`config.mk`:
```
export PLATFORM = sky130hd
export DESIGN_NAME = clock_period_meter_flat
export DESIGN_NICKNAME = d
export VERILOG_FILES = /design/src/rtl/clock_period_meter_if.sv /design/src/rtl/clock_period_meter.sv /design/src/flat_wrapper.sv
export SDC_FILE = /design/constraint.sdc
export NUM_CORES = 1
export LEC_CHECK = 0
export BUFFER_PORTS_ARGS = -buffer_cell sky130_fd_sc_hd__clkbuf_2
export CORE_UTILIZATION = 45
export DETAILED_ROUTE_END_ITERATION = 12
export HOLD_SLACK_MARGIN = 0.06
export PLACE_DENSITY = 0.67
export SLEW_MARGIN = 20
export SYNTH_ARGS = -nofsm -noshare
export SYNTH_HDL_FRONTEND = slang
export SYNTH_SLANG_ARGS = --single-unit
export TNS_END_PERCENT = 30
```
`constraint.sdc`:
```
create_clock -name clock_in -period 3.5 [get_ports clock_in]
set_input_delay 0.35 -clock clock_in [delete_from_list [all_inputs] [get_ports clock_in]]
set_output_delay 0.35 -clock clock_in [all_outputs]
set_load 0.01 [all_outputs]
```
`src/rtl/clock_period_meter_if.sv`:
```
// Bundle between a signal source and the period meter.
//   signal_in : measured square wave (asynchronous to the meter clock)
//   period    : last complete period in meter-clock cycles
//   high_time : high cycles within that period
//   valid     : one-cycle pulse when period/high_time update
//   timeout   : level, no rising edge seen for TIMEOUT cycles
//   locked    : level, last two periods agree within tolerance
interface clock_period_meter_if #(
   parameter int unsigned WIDTH = 28
);
   logic             signal_in;
   logic [WIDTH-1:0] period;
   logic [WIDTH-1:0] high_time;
   logic             valid;
   logic             timeout;
   logic             locked;

   // Source side: drives the signal, observes the results.
   modport master (
      output signal_in,
      input  period,
      input  high_time,
      input  valid,
      input  timeout,
      input  locked
   );

   // Meter side.
   modport slave (
      input  signal_in,
      output period,
      output high_time,
      output valid,
      output timeout,
      output locked
   );
endinterface

```
`src/rtl/clock_period_meter.sv`:
```
// Measures period and high time of a slow asynchronous square wave in
// clock_in cycles, flags loss of signal and period-to-period lock.
//   clock_in : system clock, all logic on rising edge
//   reset_n  : asynchronous active-low reset
//   meter    : clock_period_meter_if.slave (signal_in in, results out)
module clock_period_meter #(
   parameter int unsigned      WIDTH     = 28,
   parameter logic [WIDTH-1:0] TIMEOUT   = WIDTH'(25000000),
   parameter logic [WIDTH-1:0] TOLERANCE = WIDTH'(4)
) (
   input  logic                  clock_in,
   input  logic                  reset_n,
   clock_period_meter_if.slave   meter
);

   localparam logic [WIDTH-1:0] TOUT_LAST = TIMEOUT - WIDTH'(1);
   localparam logic [WIDTH-1:0] ONE       = WIDTH'(1);

   typedef enum logic [1:0] {
      ST_IDLE    = 2'd0,
      ST_MEASURE = 2'd1,
      ST_TOUT    = 2'd2
   } state_e;

   state_e           state_q, state_d;
   logic             s1_q, s2_q, s3_q;
   logic             rise_c, fall_c, tout_hit_c;
   logic [WIDTH-1:0] diff_c;
   logic [WIDTH-1:0] cnt_q, cnt_d;
   logic [WIDTH-1:0] hcnt_q, hcnt_d;
   logic [WIDTH-1:0] hcap_q, hcap_d;
   logic [WIDTH-1:0] prev_q, prev_d;
   logic [WIDTH-1:0] period_q, period_d;
   logic [WIDTH-1:0] high_q, high_d;
   logic             valid_q, valid_d;
   logic             timeout_q, timeout_d;
   logic             locked_q, locked_d;
   logic             have_prev_q, have_prev_d;

   // Two-flop synchronizer plus a delay flop for edge detection.
   always_ff @(posedge clock_in or negedge reset_n) begin
      if (!reset_n) begin
         s1_q <= 1'b0;
         s2_q <= 1'b0;
         s3_q <= 1'b0;
      end else begin
         s1_q <= meter.signal_in;
         s2_q <= s1_q;
         s3_q <= s2_q;
      end
   end

   assign rise_c     = s2_q & ~s3_q;
   assign fall_c     = ~s2_q & s3_q;
   assign tout_hit_c = (cnt_q == TOUT_LAST);
   // Unsigned absolute difference: larger minus smaller.
   assign diff_c     = (cnt_q >= prev_q) ? (cnt_q - prev_q) : (prev_q - cnt_q);

   // State register.
   always_ff @(posedge clock_in or negedge reset_n) begin
      if (!reset_n) state_q <= ST_IDLE;
      else          state_q <= state_d;
   end

   // Next-state logic; a rise always wins over the timeout threshold.
   always_comb begin
      state_d = state_q;
      unique case (state_q)
         ST_IDLE: begin
            if (rise_c)          state_d = ST_MEASURE;
            else if (tout_hit_c) state_d = ST_TOUT;
         end
         ST_MEASURE: begin
            if (!rise_c && tout_hit_c) state_d = ST_TOUT;
         end
         ST_TOUT: begin
            if (rise_c) state_d = ST_MEASURE;
         end
         default: state_d = ST_IDLE;
      endcase
   end

   // Counter and result next values.
   always_comb begin
      cnt_d       = cnt_q;
      hcnt_d      = hcnt_q;
      hcap_d      = hcap_q;
      prev_d      = prev_q;
      period_d    = period_q;
      high_d      = high_q;
      valid_d     = 1'b0;
      timeout_d   = timeout_q;
      locked_d    = locked_q;
      have_prev_d = have_prev_q;
      unique case (state_q)
         ST_IDLE: begin
            cnt_d = cnt_q + ONE;
            if (rise_c) begin
               cnt_d       = ONE;
               hcnt_d      = ONE;
               have_prev_d = 1'b0;
            end else if (tout_hit_c) begin
               timeout_d = 1'b1;
               locked_d  = 1'b0;
            end
         end
         ST_MEASURE: begin
            cnt_d = cnt_q + ONE;
            if (s2_q)   hcnt_d = hcnt_q + ONE;
            if (fall_c) hcap_d = hcnt_q;
            if (rise_c) begin
               period_d    = cnt_q;
               high_d      = hcap_q;
               valid_d     = 1'b1;
               prev_d      = cnt_q;
               cnt_d       = ONE;
               hcnt_d      = ONE;
               // Lock needs an earlier period measured since entering MEASURE.
               locked_d    = have_prev_q && (diff_c <= TOLERANCE);
               have_prev_d = 1'b1;
            end else if (tout_hit_c) begin
               timeout_d = 1'b1;
               locked_d  = 1'b0;
            end
         end
         ST_TOUT: begin
            // Counters frozen; first period after recovery is not reported.
            if (rise_c) begin
               cnt_d       = ONE;
               hcnt_d      = ONE;
               timeout_d   = 1'b0;
               have_prev_d = 1'b0;
            end
         end
         default: ;
      endcase
   end

   // Datapath registers.
   always_ff @(posedge clock_in or negedge reset_n) begin
      if (!reset_n) begin
         cnt_q       <= '0;
         hcnt_q      <= '0;
         hcap_q      <= '0;
         prev_q      <= '0;
         period_q    <= '0;
         high_q      <= '0;
         valid_q     <= 1'b0;
         timeout_q   <= 1'b0;
         locked_q    <= 1'b0;
         have_prev_q <= 1'b0;
      end else begin
         cnt_q       <= cnt_d;
         hcnt_q      <= hcnt_d;
         hcap_q      <= hcap_d;
         prev_q      <= prev_d;
         period_q    <= period_d;
         high_q      <= high_d;
         valid_q     <= valid_d;
         timeout_q   <= timeout_d;
         locked_q    <= locked_d;
         have_prev_q <= have_prev_d;
      end
   end

   assign meter.period    = period_q;
   assign meter.high_time = high_q;
   assign meter.valid     = valid_q;
   assign meter.timeout   = timeout_q;
   assign meter.locked    = locked_q;

endmodule

```
`src/flat_wrapper.sv`:
```
// flat-port wrapper written by rule: the top's interface ports become plain ports
module clock_period_meter_flat 
#(
   parameter int unsigned      WIDTH     = 28,
   parameter logic [WIDTH-1:0] TIMEOUT   = WIDTH'(25000000),
   parameter logic [WIDTH-1:0] TOLERANCE = WIDTH'(4)
)
  (clock_in, reset_n, meter_signal_in, meter_period, meter_high_time, meter_valid, meter_timeout, meter_locked);
  clock_period_meter_if #(.WIDTH(WIDTH)) meter_i ();
  input  logic clock_in;
  input  logic reset_n;
  input wire logic [$bits(meter_i.signal_in)-1:0] meter_signal_in;
  output wire logic [$bits(meter_i.period)-1:0] meter_period;
  output wire logic [$bits(meter_i.high_time)-1:0] meter_high_time;
  output wire logic [$bits(meter_i.valid)-1:0] meter_valid;
  output wire logic [$bits(meter_i.timeout)-1:0] meter_timeout;
  output wire logic [$bits(meter_i.locked)-1:0] meter_locked;
  assign meter_i.signal_in = meter_signal_in;
  assign meter_period = meter_i.period;
  assign meter_high_time = meter_i.high_time;
  assign meter_valid = meter_i.valid;
  assign meter_timeout = meter_i.timeout;
  assign meter_locked = meter_i.locked;
  clock_period_meter #(.WIDTH(WIDTH), .TIMEOUT(TIMEOUT), .TOLERANCE(TOLERANCE)) u_core (.clock_in(clock_in), .reset_n(reset_n), .meter(meter_i));
endmodule
```
-- After elaboration in Yosys (flattened, before gate mapping)
Index checks and enable logic that the tools add are counted.
W data, S select, Z words.
- register bits: 149
- bits in latches: 0
- RAM bits: 0
- memory bits (read-only): 0
- input bits: 3
- output and inout bits: 59
- word-level logic and storage cells: 76
- memories kept: 0
- add/sub/neg operators: 4
- $mul: 0
- divide/modulo/power cells: 0
- $lt $le $gt $ge: 2
- equal/unequal tests: 12
- shifts and indexed selects: 0
- mux-type cells: 24
- bitwise gates (word level): 4
- reductions and logical operators: 17
- operators by type and width (cell ; number):
    $mux W28 ; 5
    $pmux W28 S2 ; 2
    $add A28 B1 Y28 const B ; 2
    $sub A28 B28 Y28 ; 2
    $eq A28 B25 Y1 const B ; 1
    $ge A28 B28 Y1 ; 1
    $le A28 B3 Y1 const B ; 1
    $ne A2 B1 Y1 const B ; 5
    $mux W1 ; 9
    $reduce_and A3 Y1 ; 3
    $mux W2 ; 4
    $reduce_and A2 Y1 ; 4
    $ne A3 B1 Y1 const B ; 2
    $pmux W1 S2 ; 3
    $pmux W2 S3 ; 1
    $reduce_bool A2 Y1 ; 3
    $ne A2 B2 Y1 const B ; 2
    $reduce_and A4 Y1 ; 1
    $reduce_or A2 Y1 ; 2
    $and A1 B1 Y1 ; 2
    $eq A2 B1 Y1 const B ; 1
    $eq A2 B2 Y1 const B ; 1
    $logic_and A1 B1 Y1 ; 2
    $logic_not A2 Y1 ; 1
    other kinds (2) ; 3

-- Longest topological paths before layout
- depth in word-level cells: 6
- depth in mapped cells: 14
- mapped depth without buffers: 13

-- Worst setup path after synthesis
Ideal clock, no wire load.
- path kind: register to register
- from: reg u_core.prev_q[16]
- to: reg u_core.locked_q (netlist: u_core.meter.locked)
- setup time: 0.092 ns
- data arrival time: 3.003 ns
- required time: 3.408 ns
- slack: 0.405 ns
- cell stages (with the launch flop): 15
- path buffers: 1
- period minus slack after synthesis: 3.095 ns
- cells stage by stage: dfrtp_1 inv_1 ha_1 buf_6 a21o_1 a31oi_1 o22ai_1 a2111oi_2 o31ai_1 a221o_1 a21o_1 mux2_4 xnor2_2 nand4_1 o31ai_2
- word-level cells in the longest chain between the ends: 6
- elaborated cells on any way between the ends: 8
- classes of those cells: add/sub: 2; order compare: 2; mux: 3; reduce/logical: 1
- RTL lines (item ; RTL line ; source):
    start: declaration ; clock_period_meter.sv:32 ; logic [WIDTH-1:0] prev_q, prev_d;
    start signal: assignment ; clock_period_meter.sv:156 ; prev_q <= prev_d;
    $sub A28 B28 Y28 / $ge A28 B28 Y1 (equally long branches) ; clock_period_meter.sv:57 ; assign diff_c = (cnt_q >= prev_q) ? (cnt_q - prev_q) : (prev_q - cnt_q);
    $mux W28 (*) ; clock_period_meter.sv:57 ;
    $le A28 B3 Y1 (*) ; clock_period_meter.sv:119 ; locked_d = have_prev_q && (diff_c <= TOLERANCE);
    $logic_and A1 B1 Y1 (*) ; clock_period_meter.sv:119 ;
    $mux W1 (*) ; clock_period_meter.sv:111 ; if (rise_c) begin
    $pmux W1 S2 (*) ; clock_period_meter.sv:95 ; unique case (state_q)
    end signal: assignment ; clock_period_meter.sv:161 ; locked_q <= locked_d;
    end: declaration ; clock_period_meter.sv:37 ; logic locked_q, locked_d;
Mark *: on every way between the ends. The rest lies on a longest branch, timed or not.
A chain may end at the register's enable or synchronous reset.

-- Worst setup path in the final report
- from: reg u_core.prev_q[1]
- to: reg u_core.locked_q (netlist: u_core.meter.locked)
Same word-level chain as after synthesis.

==> flow_summary.json <==
{
  "outcome": "finished with violations",
  "violations": "negative setup slack",
  "startpoint_type": "register",
  "critPathRequiredTime_ps": 3830,
  "die_h_um": 146,
  "multi_input_area_um2": 5410,
  "min_from": "u_core.s1_q$_DFF_PN0_",
  "grt_pass1_wl_mm": 43.6,
  "setup_viol": 1,
  "clk_path_buf_depth": 2,
  "pin_count": 62,
  "synth_cells": 1036,
  "start_util_pct": 46.0,
  "finClkSkew_ps": 11.7,
  "final_nets": 1260,
  "drtAntennaViolNets": 0,
  "hold_violations": 0,
  "first_pass_iters": 5,
  "postPlaceCellArea_um2": 10600,
  "swShare_pct": 39.0,
  "final_common_cell": "dfrtp_1",
  "synthDominantCellAreaShare_pct": 40.1,
  "grt_pass1_vias": 8139,
  "dp_cells": 1436,
  "hold_class": "reg -> reg",
  "synthArstFlopShare_pct": 100,
  "reg2reg_depth": 14,
  "ff_latch_area_um2": 3730,
  "drt-total-wl_mm": 27.7,
  "path_clk_slew_ps": 70,
  "finalWorstPathRequiredPeriod_ps": 3500,
  "synth_area_um2": 9310,
  "crit_path_max_fanout": 3,
  "place_congestion": 0.987,
  "startpoint": "u_core.prev_q[1]$_DFFE_PN0P_",
  "ys_types": 68,
  "fin_util_pct": 57.8,
  "portBuffers": 61,
  "fin_ws_ps": -1.89,
  "root_buffer": "clkbuf_16",
  "vias_per_cell": 5.67,
  "row_count": 52,
  "drt_iter0_drc": 582,
  "synth.largest_area_cell": "dfrtp_1",
  "max_freq_ghz": 0.286,
  "fin_cells": 1483,
  "p_comb_share_pct": 50.7,
  "ys.flop_type": "dfrtp_1",
  "power.density_nw_per_um2": 663,
  "period_share_pct": 100,
  "wl_per_cell_um": 18.7,
  "cts_tree": "done",
  "preCtsSetupSlack_ps": -331,
  "path_class": "reg -> reg",
  "ir_drop_v": 0.000354,
  "r2r-start": "u_core.prev_q[1]$_DFFE_PN0P_",
  "antenna_found_initial": 0,
  "nFillCells": 1781,
  "diodes": 0,
  "drv_slew": 0,
  "clkSinkCount": 149,
  "hpwl_mm": 20.9,
  "maxCapViolCount": 0,
  "synth-seq-area-share_pct": 40.1,
  "leakage_uw": 0.00552,
  "numCtsBuffers": 17,
  "grt_max_degree": 86,
  "hold_path_depth": 0,
  "slew_headroom_pct": 20.7,
  "dieArea_um2": 21300,
  "synthTopCellsByArea": "dfrtp_1 (40%), ha_1 (7.7%), mux2_2 (6.8%), o21ai_0 (6.2%), nand2_1 (4.4%)",
  "grt_use_total_pct": 26.3,
  "worst_setup_path_end_kind": "register",
  "htree_levels": 4,
  "p_seq_share_pct": 24.1,
  "coreArea_um2": 20200,
  "die_w_um": 146,
  "mostFrequentLayoutCells": "dfrtp_1 (149), buf_4 (128), o21ai_0 (112)",
  "tightest_slew_ps": 1190,
  "intPower_uw": 4730,
  "clockPowerShare_pct": 25.1,
  "syn_area_per_cell_um2": 8.98,
  "synth_edf_count": 0,
  "grt_overflow": 0,
  "synth_warnings": 0,
  "synthesis.nets": 1096,
  "p_switching_uw": 3020,
  "power_uw": 7750,
  "drive_above_1_share_pct": 28.5,
  "syn_to_final_growth_pct": 25.6,
  "final_area_um2": 11700,
  "ys_ff_latch": 149,
  "vias": 8411,
  "critPathArrivalTime_ps": 3840,
  "drc_errors": 0,
  "insertion_delay_ps": 430
}
[power by group through the flow]
stage | clock [uW] | combinational (uW) | sequential, uW
2_1_floorplan | 0 | 2230 | 1910
3_3_place_gp | 0 | 3450 | 1900
3_5_place_dp | 0 | 3410 | 1900
4_1_cts | 1990 | 3550 | 1870
5_1_grt | 2050 | 4160 | 1880
6_report | 1950 | 3930 | 1870
[Yosys cell counts (14+ instances only)]
library cell / n
a31oi_1: 14
xor2_1: 27
ha_1: 57
buf_2: 15
clkbuf_1: 26
inv_1: 70
nand2_1: 108
nand4_1: 30
nand3_1: 29
mux2_2: 56
dfrtp_1: 149
xnor2_1: 27
nor2_1: 57
o21ai_0: 115
a21oi_1: 75
nor3_1: 20
[path summary, 6_finish.rpt]
kind                                                          end  slack (ps)
setup / recovery                  u_core.meter.locked$_DFFE_PN0P_          -2
hold / removal                              u_core.s2_q$_DFF_PN0_         370
setup reg to reg                  u_core.meter.locked$_DFFE_PN0P_          -2
hold reg to reg                             u_core.s2_q$_DFF_PN0_         370
max in group asynchronous             u_core.cnt_q[2]$_DFFE_PN0P_        2120
min in group asynchronous  u_core.meter.high_time[10]$_DFFE_PN0P_         450
[logic make-up after synthesis]
| group | synth area share [%] |
|---|---|
| AND/OR/NAND/NOR | 15.8 |
| flip-flops | 40.1 |
| buffers and inverters | 5.20 |
| AO/OA/AOI/OAI | 18.7 |
| multiplexers | 7.26 |
| XOR/XNOR | 5.26 |
| adder cells (fa/ha/maj) | 7.66 |
[stage by stage]
step / TNS [ps] / hold slack [ps]
6_report: -1.89 / 369
5_1_grt: -73.6 / 368
4_1_cts: 0 / 366
3_5_place_dp: -331 / 348
3_3_place_gp: -202 / 352
2_1_floorplan: 0 / 54.4
[sequential cells by signal, summed over array words and instances, names as in the netlist, 2 cells and up]
name and cells:
u_core.meter.high_time 28, u_core.hcap_q 28, u_core.state_q 2, u_core.prev_q 28
u_core.hcnt_q 28, u_core.cnt_q 28
[area by class of cell]
| class | instances | area share, % |
|---|---|---|
| clock buffer | 17 | 3.64 |
| inverter | 70 | 2.25 |
| sequential | 149 | 31.9 |
| multi-input combinational | 769 | 46.2 |
| clock inverter | 15 | 1.76 |
| tap | 270 | 2.89 |
| timing repair buffer | 193 | 11.3 |
[worst max-delay path, cell delays in order (launching register included)]
cell,delay [ps]
dfrtp_1,400
inv_2,80
ha_4,200
and2b_2,230
o21bai_1,260
nand2_2,200
a21o_1,260
o31a_2,400
nor2_4,190
and3_4,230
a221oi_2,60
a2111oi_2,340
buf_4,170
nand4_1,120
o31ai_2,270
[timing repair]
action                                 CTS  global route
gates resized for setup                 17            43
hold buffers                             2             0
pin swaps                                4            24
endpoints found under the hold margin   61             0
buffers inserted                         2            11
setup endpoints to repair                1             1
[metal layers]
| layer | wire length [um] | vias up | track usage, % |
|---|---|---|---|
| met1 | 12400 | 4087 | 35.2 |
| met5 | 0 | - | 0 |
| met2 | 13200 | 259 | 43.0 |
| met3 | 1190 | 46 | 2.92 |
| li1 | - | 4019 | - |
| met4 | 868 | 0 | 11.6 |
Note: power is estimated with default switching activity, not from simulation.
